`config.mk`:
```
export PLATFORM = sky130hd
export DESIGN_NAME = ibex_pext_simd_mac
export DESIGN_NICKNAME = d
export VERILOG_FILES = /design/src/rtl/ibex_pext_simd_mac.sv
export SDC_FILE = /design/constraint.sdc
export NUM_CORES = 1
export LEC_CHECK = 0
export ABC_AREA = 1
export ABC_CLOCK_PERIOD_IN_PS = 27100
export BUFFER_PORTS_ARGS = -buffer_cell sky130_fd_sc_hd__buf_2
export CORE_MARGIN = 8
export CORE_UTILIZATION = 25
export DETAILED_ROUTE_END_ITERATION = 10
export PLACE_DENSITY = 0.46
export SLEW_MARGIN = 20
export SYNTH_ARGS = -nofsm -noshare
export SYNTH_HDL_FRONTEND = slang
export SYNTH_SLANG_ARGS = --single-unit
```
`constraint.sdc`:
```
create_clock -name clk_i -period 27.1 [get_ports clk_i]
set_clock_uncertainty 0.2 [all_clocks]
set_input_delay 2.71 -clock clk_i [delete_from_list [all_inputs] [get_ports clk_i]]
set_output_delay 2.71 -clock clk_i [all_outputs]
set_load 0.1 [all_outputs]
```
`src/rtl/ibex_pext_simd_mac.sv`:
```
`default_nettype none
// ============================================================================
// Module      : ibex_pext_simd_mac
// Description : Multi-cycle SIMD multiply-accumulate for the P-extension.
//               Each lane computes rs3 + rs1*rs2 on 8- or 16-bit elements.
//               Lanes are processed NumMul at a time, so a full operation
//               takes N = (Width/E)/NumMul cycles. Overflow handling per op
//               is wrap, saturate or high-half. A sticky OV flag (RDOV) is
//               also kept, and it is cleared by CLROV.
// Parameters  : Width  - operand/result width (power of two, >= 32)
//               NumMul - lanes per cycle (divides Width/16)
// Ports       : clk_i, rst_ni           clock, async active-low reset
//               valid_i / ready_o       request handshake (ready only in IDLE)
//               rs1_i, rs2_i, rs3_i     multiplicand, multiplier, accumuland
//               signed_type_i           U16=0, U8=1, S16=2, S8=3
//               overflow_i              NONE=0, HALVING=1, SATURATING=2 (3=NONE)
//               valid_o / ready_i       result handshake
//               result_o, ov_o          packed lane results, per-op clip flag
//               ov_sticky_o, clr_ov_i   sticky OV flag and its clear
// Config      : define IBEX_PEXT_MAC_ROUND_EN to round HALVING results
//               (adds 2^(E-1) before taking the high half); default truncates.
// Revision    : 1.0 - initial release
// ============================================================================
module ibex_pext_simd_mac #(
  parameter int Width  = 32,
  parameter int NumMul = 1
) (
  input  logic             clk_i,
  input  logic             rst_ni,
  input  logic             valid_i,
  output logic             ready_o,
  input  logic [Width-1:0] rs1_i,
  input  logic [Width-1:0] rs2_i,
  input  logic [Width-1:0] rs3_i,
  input  logic [1:0]       signed_type_i,
  input  logic [1:0]       overflow_i,
  output logic             valid_o,
  input  logic             ready_i,
  output logic [Width-1:0] result_o,
  output logic             ov_o,
  output logic             ov_sticky_o,
  input  logic             clr_ov_i
);

  localparam int L16  = Width / 16;
  localparam int L8   = Width / 8;
  localparam int N16  = L16 / NumMul;
  localparam int N8   = L8 / NumMul;
  localparam int CNTW = $clog2(N8) + 1;
  localparam int IDXW = $clog2(L8) + 1;
  localparam int SHW  = IDXW + 4;

`ifdef IBEX_PEXT_MAC_ROUND_EN
  localparam logic C_ROUND_EN = 1'b1;
`else
  localparam logic C_ROUND_EN = 1'b0;
`endif

  typedef enum logic [1:0] {
    S_IDLE = 2'd0,
    S_CALC = 2'd1,
    S_DONE = 2'd2
  } state_e;

  state_e            r_state;
  state_e            w_state_nxt;
  logic [CNTW-1:0]   r_cnt;
  logic [Width-1:0]  r_rs1;
  logic [Width-1:0]  r_rs2;
  logic [Width-1:0]  r_rs3;
  logic [1:0]        r_type;
  logic [1:0]        r_ovf;
  logic [Width-1:0]  r_res;
  logic              r_ov_op;
  logic              r_ov_sticky;

  logic              w_e8;
  logic              w_sgn;
  logic              w_half;
  logic              w_sat;
  logic              w_last;
  logic              w_clip_any;
  logic              w_set_sticky;

  logic [IDXW-1:0]   w_lane_idx  [NumMul];
  logic [15:0]       w_lane_res  [NumMul];
  logic [NumMul-1:0] w_lane_clip;

  assign w_e8   = r_type[0];
  assign w_sgn  = r_type[1];
  assign w_half = (r_ovf == 2'd1);
  assign w_sat  = (r_ovf == 2'd2);
  assign w_last = (r_cnt == (w_e8 ? CNTW'(N8 - 1) : CNTW'(N16 - 1)));

  // --------------------------------------------------------------------------
  // Lane datapath: NumMul independent lanes, each handling one element of
  // either width. Elements are picked out of the latched operands by shifting.
  // --------------------------------------------------------------------------
  for (genvar k = 0; k < NumMul; k++) begin : g_lane
    logic [SHW-1:0]     w_shamt;
    logic [15:0]        w_a, w_b, w_c;
    logic [16:0]        w_a17, w_b17, w_c17;
    logic [33:0]        w_prod, w_sum, w_hs;
    logic signed [33:0] w_hi, w_lo;
    logic [15:0]        w_res;
    logic               w_clip;

    assign w_lane_idx[k] = IDXW'(r_cnt) * IDXW'(NumMul) + IDXW'(k);

    always_comb begin
      w_shamt = w_e8 ? {1'b0, w_lane_idx[k], 3'b000} : {w_lane_idx[k], 4'b0000};
      w_a = 16'(r_rs1 >> w_shamt);
      w_b = 16'(r_rs2 >> w_shamt);
      w_c = 16'(r_rs3 >> w_shamt);

      if (w_e8) begin
        w_a17 = {{9{w_sgn & w_a[7]}}, w_a[7:0]};
        w_b17 = {{9{w_sgn & w_b[7]}}, w_b[7:0]};
        w_c17 = {{9{w_sgn & w_c[7]}}, w_c[7:0]};
      end else begin
        w_a17 = {w_sgn & w_a[15], w_a};
        w_b17 = {w_sgn & w_b[15], w_b};
        w_c17 = {w_sgn & w_c[15], w_c};
      end

      // Sign-extend to 34 bits first so the modular product is exact for
      // both signed and unsigned lanes.
      w_prod = {{17{w_a17[16]}}, w_a17} * {{17{w_b17[16]}}, w_b17};
      w_sum  = w_prod + {{17{w_c17[16]}}, w_c17};
      w_hs   = w_sum + ((w_half && C_ROUND_EN) ? (w_e8 ? 34'h80 : 34'h8000) : 34'h0);

      if (w_sgn) begin
        w_hi = w_e8 ? 34'sd127 : 34'sd32767;
        w_lo = w_e8 ? -34'sd128 : -34'sd32768;
      end else begin
        w_hi = w_e8 ? 34'sd255 : 34'sd65535;
        w_lo = 34'sd0;
      end

      w_res  = w_e8 ? {8'h00, 8'(w_sum)} : 16'(w_sum);
      w_clip = 1'b0;
      if (w_half) begin
        w_res = w_e8 ? {8'h00, 8'(w_hs >> 8)} : 16'(w_hs >> 16);
      end else if (w_sat) begin
        if ($signed(w_sum) > w_hi) begin
          w_res  = 16'(w_hi);
          w_clip = 1'b1;
        end else if ($signed(w_sum) < w_lo) begin
          w_res  = 16'(w_lo);
          w_clip = 1'b1;
        end
      end
    end

    assign w_lane_res[k]  = w_res;
    assign w_lane_clip[k] = w_clip;
  end

  assign w_clip_any = |w_lane_clip;

  // Sticky set uses the flag as it will be after this last CALC edge, so a
  // clip in the final lane group still counts.
  assign w_set_sticky = (r_state == S_CALC) && w_last && (r_ov_op || w_clip_any);

  // --------------------------------------------------------------------------
  // FSM
  // --------------------------------------------------------------------------
  always_ff @(posedge clk_i or negedge rst_ni) begin
    if (!rst_ni) begin
      r_state <= S_IDLE;
    end else begin
      r_state <= w_state_nxt;
    end
  end

  always_comb begin
    w_state_nxt = r_state;
    case (r_state)
      S_IDLE:  if (valid_i) w_state_nxt = S_CALC;
      S_CALC:  if (w_last)  w_state_nxt = S_DONE;
      S_DONE:  if (ready_i) w_state_nxt = S_IDLE;
      default: w_state_nxt = S_IDLE;
    endcase
  end

  // --------------------------------------------------------------------------
  // Operand latch, lane counter and result accumulation
  // --------------------------------------------------------------------------
  always_ff @(posedge clk_i or negedge rst_ni) begin
    if (!rst_ni) begin
      r_cnt   <= '0;
      r_rs1   <= '0;
      r_rs2   <= '0;
      r_rs3   <= '0;
      r_type  <= '0;
      r_ovf   <= '0;
      r_res   <= '0;
      r_ov_op <= 1'b0;
    end else begin
      case (r_state)
        S_IDLE: begin
          if (valid_i) begin
            r_rs1   <= rs1_i;
            r_rs2   <= rs2_i;
            r_rs3   <= rs3_i;
            r_type  <= signed_type_i;
            r_ovf   <= overflow_i;
            r_cnt   <= '0;
            r_ov_op <= 1'b0;
          end
        end
        S_CALC: begin
          for (int k = 0; k < NumMul; k++) begin
            if (w_e8) begin
              r_res[{w_lane_idx[k], 3'b000} +: 8] <= w_lane_res[k][7:0];
            end else begin
              r_res[{w_lane_idx[k], 4'b0000} +: 16] <= w_lane_res[k];
            end
          end
          r_ov_op <= r_ov_op | w_clip_any;
          r_cnt   <= w_last ? '0 : r_cnt + CNTW'(1);
        end
        default: begin
        end
      endcase
    end
  end

  // Set has priority over a simultaneous clear.
  always_ff @(posedge clk_i or negedge rst_ni) begin
    if (!rst_ni) begin
      r_ov_sticky <= 1'b0;
    end else if (w_set_sticky) begin
      r_ov_sticky <= 1'b1;
    end else if (clr_ov_i) begin
      r_ov_sticky <= 1'b0;
    end
  end

  assign ready_o     = (r_state == S_IDLE);
  assign valid_o     = (r_state == S_DONE);
  assign result_o    = r_res;
  assign ov_o        = r_ov_op;
  assign ov_sticky_o = r_ov_sticky;

endmodule
`default_nettype wire

```
==> impl_metrics.toml, run 1 <==
[run_status]
status = "finished clean"

[global_route]
use_met2 = 0.257
grt_usage = 0.156
grt_pass1_vias = 18669
met3_usage = 0.0198
overflow = 0
antenna_found_initial = 0
grt_use_met1 = 0.209
grt_max_degree = 76
grt_pass1_wl_um = 113000
busiest_layer = "met2"

[synth]
syn-instance-count = 2764
seq_area_frac_synth = 0.167
netlist_area_sq_mm = 0.0208
syn_nets = 3323
synth_top_area_share = 0.301
synth.avg_cell_area_sq_um = 7.54
synth_edf_count = 0
synth_top_cell_by_area = "fa_1"
yosys_warnings = 0
synth-seq-cells = 139
synth_cell_type_count = 47
synthFlopType = "dfrtp_1"
synth_area_leaders = "fa_1, dfrtp_1, nand2_1"
async_flop_share = 1.00

[clock_tree]
cts_root_buffer = "clkbuf_16"
cts_tree = "yes"
cts.sinks = 139
clk_latency_ns = 0.45
cts_max_level = 4
post_cts_resized = 0
cts_made_buffers = 17
cts_buffer_depth = 2
hold_buffers = 0
postCtsSetupBuffers = 0
clk_pin_slew_worst_paths_ns = 0.08

[layout]
syn_to_final_growth_pct = 12.0
antenna_cells = 0
drive_above_1_share = 0.0970
nNetsFinal = 3411

[worst_setup_path]
crit_required_ns = 27.22
end_kind = "register"
crit_start = "r_type[0]"
crit_arrival_ns = 12.53
cp_max_fo = 50
reg2reg_from = "r_type[0]"
critPathBufInv = 13
critPathTopFamily = "adder cells"
start_kind = "register"
setup.worst_path.class = "reg -> reg"
cp_slowest_stage_delay_ns = 0.62
critPathMostFrequentCell = "inv_1"
crit_slowest_cell = "nor3_4"

[timing]
maxSlewViolCount = 0
worstMarginPinSlew_ns = 1.10
hold_viol = 0
clock.fmax_mhz = 80.6
post-route-period-util = 0.458
max_slew_margin = 0.259
rsz0062_at_grt = "no"
final.setup.tns_ns = 0
finalCriticalPeriod_ns = 12.41
setup_viol = 0

[drt]
routed_wl_um = 71800
drt-vias-per-instance = 4.52
drt_iter0_drc = 1352
drc = 0
ant_nets = 0
num_vias = 17838
wl_per_cell_um = 18.2
first_pass_iters = 5

[die]
io_pins = 141
dieArea_sq_mm = 0.0929
rows = 106
die_w_um = 305
start_util = 0.251
coreArea_sq_mm = 0.0832
die_h_um = 305

[hold_path]
min-delay-start = "r_rs3[0]"
hp-class = "reg -> reg"

[run]
maxCapViolations = 0

[place]
gp_congestion = 0.897
dp.final_hpwl_um = 59800
port_buffers = 140
cells by family (layout without fill, tap and decap cells):
group                      after synthesis  in the layout  synth area share
AOI/OAI and AO/OA                      299            299            0.0821
buffers and inverters                  656            757             0.119
DFF                                    139            139             0.167
xor gates and xnor gates                24             24            0.0117
and+or+nand+nor                       1192           1192             0.235
adders and majority gates              454            454             0.385
stage by stage:
step | setup slack, ns | hold slack (ns) | util | instance area [sq um] | std cells
after global placement | 14.63 | 0.264 | 0.273 | 22700 | 3913
after global routing | 13.59 | 0.316 | 0.281 | 23300 | 3945
after CTS | 14.41 | 0.285 | 0.281 | 23300 | 3945
after detailed placement | 14.44 | 0.266 | 0.273 | 22700 | 3913
after floorplan | 17.91 | 0.244 | - | 20800 | 2764
final | 14.69 | 0.279 | 0.281 | 23300 | 3945
flip-flops by register name (all words and copies together) (netlist names):
| register | flops |
|---|---|
| r_state | 2 |
| result_o | 32 |
| ov_o | 1 |
| r_rs1 | 32 |
| ov_sticky_o | 1 |
| r_rs3 | 32 |
| r_ovf | 2 |
| r_rs2 | 32 |
| r_type | 2 |
| r_cnt | 3 |
worst paths after layout:
check                                to  slack [ns]  cells past startpoint
hold / removal                 r_rs3[0]        0.28                      2
max in group asynchronous     r_rs3[22]       23.25                      2
min in group asynchronous  result_o[27]        2.11                      1
setup reg to reg            result_o[8]       14.69                     48
setup / recovery            result_o[8]       14.69                     48
hold reg to reg                r_rs3[0]        0.28                      2
cells in the mapped netlist, types with 4 or more instances:
| master | count |
|---|---|
| o21bai_1 | 5 |
| buf_1 | 5 |
| buf_2 | 19 |
| o211ai_1 | 18 |
| ha_1 | 141 |
| inv_2 | 23 |
| xor2_1 | 9 |
| nand3_2 | 5 |
| clkinv_1 | 9 |
| nand4_1 | 33 |
| a31oi_1 | 8 |
| o21ai_1 | 4 |
| xnor2_1 | 12 |
| nor3_1 | 13 |
| inv_1 | 533 |
| o31ai_1 | 19 |
| dfrtp_1 | 139 |
| nor2_4 | 4 |
| o21ai_0 | 110 |
| a21oi_2 | 6 |
| o22ai_1 | 18 |
| o21ai_2 | 5 |
| fa_1 | 313 |
| a21oi_1 | 95 |
| clkbuf_1 | 67 |
| nand2_1 | 743 |
| nand2_2 | 25 |
| nor2_1 | 270 |
| nand3_1 | 83 |
cell usage in the layout (no fill, tap or decap), types with 3 or more instances in the layout:
master     count
fa_1         313
nand2_2       27
inv_8          4
dfrtp_1      139
a31oi_1        8
nor2_1       270
nor2_4         4
o21ai_2        5
o31ai_1       19
nor2_2         3
inv_1        532
a21oi_2        7
a21oi_1       93
inv_2         23
ha_1         141
xor2_1         9
nand3_2        5
o21a_1         3
o21ai_1        4
buf_4         20
o22ai_1       18
o21bai_1       5
o21ai_0      110
xnor2_1       12
nand2_1      741
nand4_1       33
nand3_1       83
clkinv_1       9
clkbuf_16     17
inv_6          4
nor4_1         3
nor3_1        13
o211ai_1      18
buf_2        139
cell type report:
cell class                 instances  area, sq um
tap                             1080         1350
sequential                       139         3480
clock inverter                    15          198
multi-input combinational       1969        14900
inverter                         565         2120
fill                            9148        59800
clock buffer                      17          425
timing repair buffer             160          857
tightest hold or removal path: stages, from the launching register on:
cell     delay [ns]
dfrtp_1        0.34
nand2_1        0.05
nand2_1        0.06
layer usage:
metal	vias up	wire length (um)	part of all wire
met3	77	3650	0.051
met2	509	33300	0.46
met1	8695	32300	0.45
met4	0	2500	0.035
li1	8557	-	-
met5	-	0	0
Power of run 1 is not shown: default switching activity piles up to over one toggle a cycle in this logic, so the estimate is an artifact.
==> inputs of run 2 (changes only) <==
--- a/config.mk
+++ b/config.mk
@@ -6,7 +6,7 @@
 export NUM_CORES = 1
 export LEC_CHECK = 0
 export ABC_AREA = 1
-export ABC_CLOCK_PERIOD_IN_PS = 27100
+export ABC_CLOCK_PERIOD_IN_PS = 11800
 export BUFFER_PORTS_ARGS = -buffer_cell sky130_fd_sc_hd__buf_2
 export CORE_MARGIN = 8
 export CORE_UTILIZATION = 25
==> constraint.sdc (replaced) <==
create_clock -name clk_i -period 11.8 [get_ports clk_i]
set_clock_uncertainty 0.2 [all_clocks]
set_input_delay 1.18 -clock clk_i [delete_from_list [all_inputs] [get_ports clk_i]]
set_output_delay 1.18 -clock clk_i [all_outputs]
set_load 0.1 [all_outputs]
==> impl_metrics.toml, run 2 (synthesis results as in run 1) <==
[hold_path]
hp-class = "reg -> reg"

[global_route]
grt_pass1_wl_um = 114000
grt_max_degree = 73
grt_pass1_vias = 18715
overflow = 0
antenna_found_initial = 0
grt_usage = 0.156

[drt]
wl_met2_um = 34000
met3_length_um = 3840
wl_per_cell_um = 18.2
drt_iter0_drc = 1497
drt-vias-per-instance = 4.52
routed.top_layer = "met4"
drt-met1-wl_um = 32400
routed_wl_um = 72000
ant_nets = 0
drc = 0
first_pass_iters = 8
num_vias = 17887

[place]
dp.final_hpwl_um = 60400
gp_congestion = 0.899
port_buffers = 140

[clock_tree]
cts_root_buffer = "clkbuf_16"
cts_made_buffers = 17
post_cts_resized = 0
clk_pin_slew_worst_paths_ns = 0.07
cts.sinks = 139
postCtsSetupBuffers = 0
clk_latency_ns = 0.45
hold_buffers = 0
cts_buffer_depth = 2
cts_tree = "yes"
cts_max_level = 4

[die]
die_h_um = 305
dieArea_sq_mm = 0.0929
die_w_um = 305
start_util = 0.251
io_pins = 141
rows = 106
coreArea_sq_mm = 0.0832

[worst_setup_path]
setup.worst_path.class = "reg -> reg"
crit_arrival_ns = 11.04
crit_required_ns = 11.93
cp_max_fo = 29
end_kind = "register"
cp_slowest_stage_delay_ns = 0.56
r2r_slack_ns = 0.89
start_kind = "register"
crit_slowest_cell = "dfrtp_1"

[layout]
syn_to_final_growth_pct = 12.4
nNetsFinal = 3421
layout_commonest_cell = "nand2_1"
drive_above_1_share = 0.102
antenna_cells = 0
layout_common_cells = "nand2_1, inv_1, fa_1, nor2_1, ha_1"

[timing]
setup_viol = 0
post-route-period-util = 0.925
rsz0062_at_grt = "no"
finalCriticalPeriod_ns = 10.91
max_slew_margin = 0.256
hold_viol = 0
final.setup.tns_ns = 0
worstMarginPinSlew_ns = 1.11
maxSlewViolCount = 0
clock.fmax_mhz = 91.6

[run_status]
status = "finished clean"

[run]
maxCapViolations = 0
==> run 2: cell count changes in the layout (fill, tap and decap cells not counted), sizes merged <==
cell,delta
buf,+10
clkinvlp,+1
inv,-1
==> run 2: routing by layer <==
layer / track usage / up-vias
met4: 0.0383 / 0
met3: 0.0219 / 67
met5: 0 / -
met2: 0.262 / 496
met1: 0.212 / 8742
li1: - / 8582
==> run 2: critical path: cells and delay by family, from the launching register on <==
kind / cells / cell delay (ns)
adders and majority gates: 8 / 3.77
and+or+nand+nor: 17 / 2.41
buffers and inverters: 13 / 1.94
AOI/OAI and AO/OA: 7 / 1.54
DFF: 1 / 0.56
xor gates and xnor gates: 1 / 0.31
==> run 2: path summary, 6_finish.rpt <==
check	from	to	depth (start not counted)
max in group asynchronous	rst_ni	r_rs3[3]	2
hold reg to reg	r_rs3[7]	r_rs3[7]	2
setup / recovery	r_type[0]	result_o[27]	46
hold / removal	r_rs3[7]	r_rs3[7]	2
min in group asynchronous	rst_ni	result_o[19]	1
setup reg to reg	r_type[0]	result_o[27]	46
==> run 2: final cells by class <==
| class | count | area, sq um |
|---|---|---|
| clock inverters | 15 | 201 |
| fillers | 9108 | 59700 |
| well taps | 1080 | 1350 |
| inverters | 565 | 2130 |
| flip-flops and latches | 139 | 3480 |
| multi-input cells | 1969 | 14900 |
| clock buffers | 17 | 425 |
| repair buffers | 170 | 932 |
==> run 2: metrics by stage <==
stage	worst slack, ns	std cells	area, sq um	hold slack, ns	utilization
after floorplan	2.61	2764	20800	0.244	-
after global placement	0.990	3923	22800	0.264	0.274
after detailed placement	0.880	3923	22800	0.268	0.274
after CTS	0.854	3955	23400	0.287	0.282
after global routing	0.0624	3955	23400	0.311	0.282
final	0.886	3955	23400	0.288	0.282
Power of run 2 is left out for the same reason.
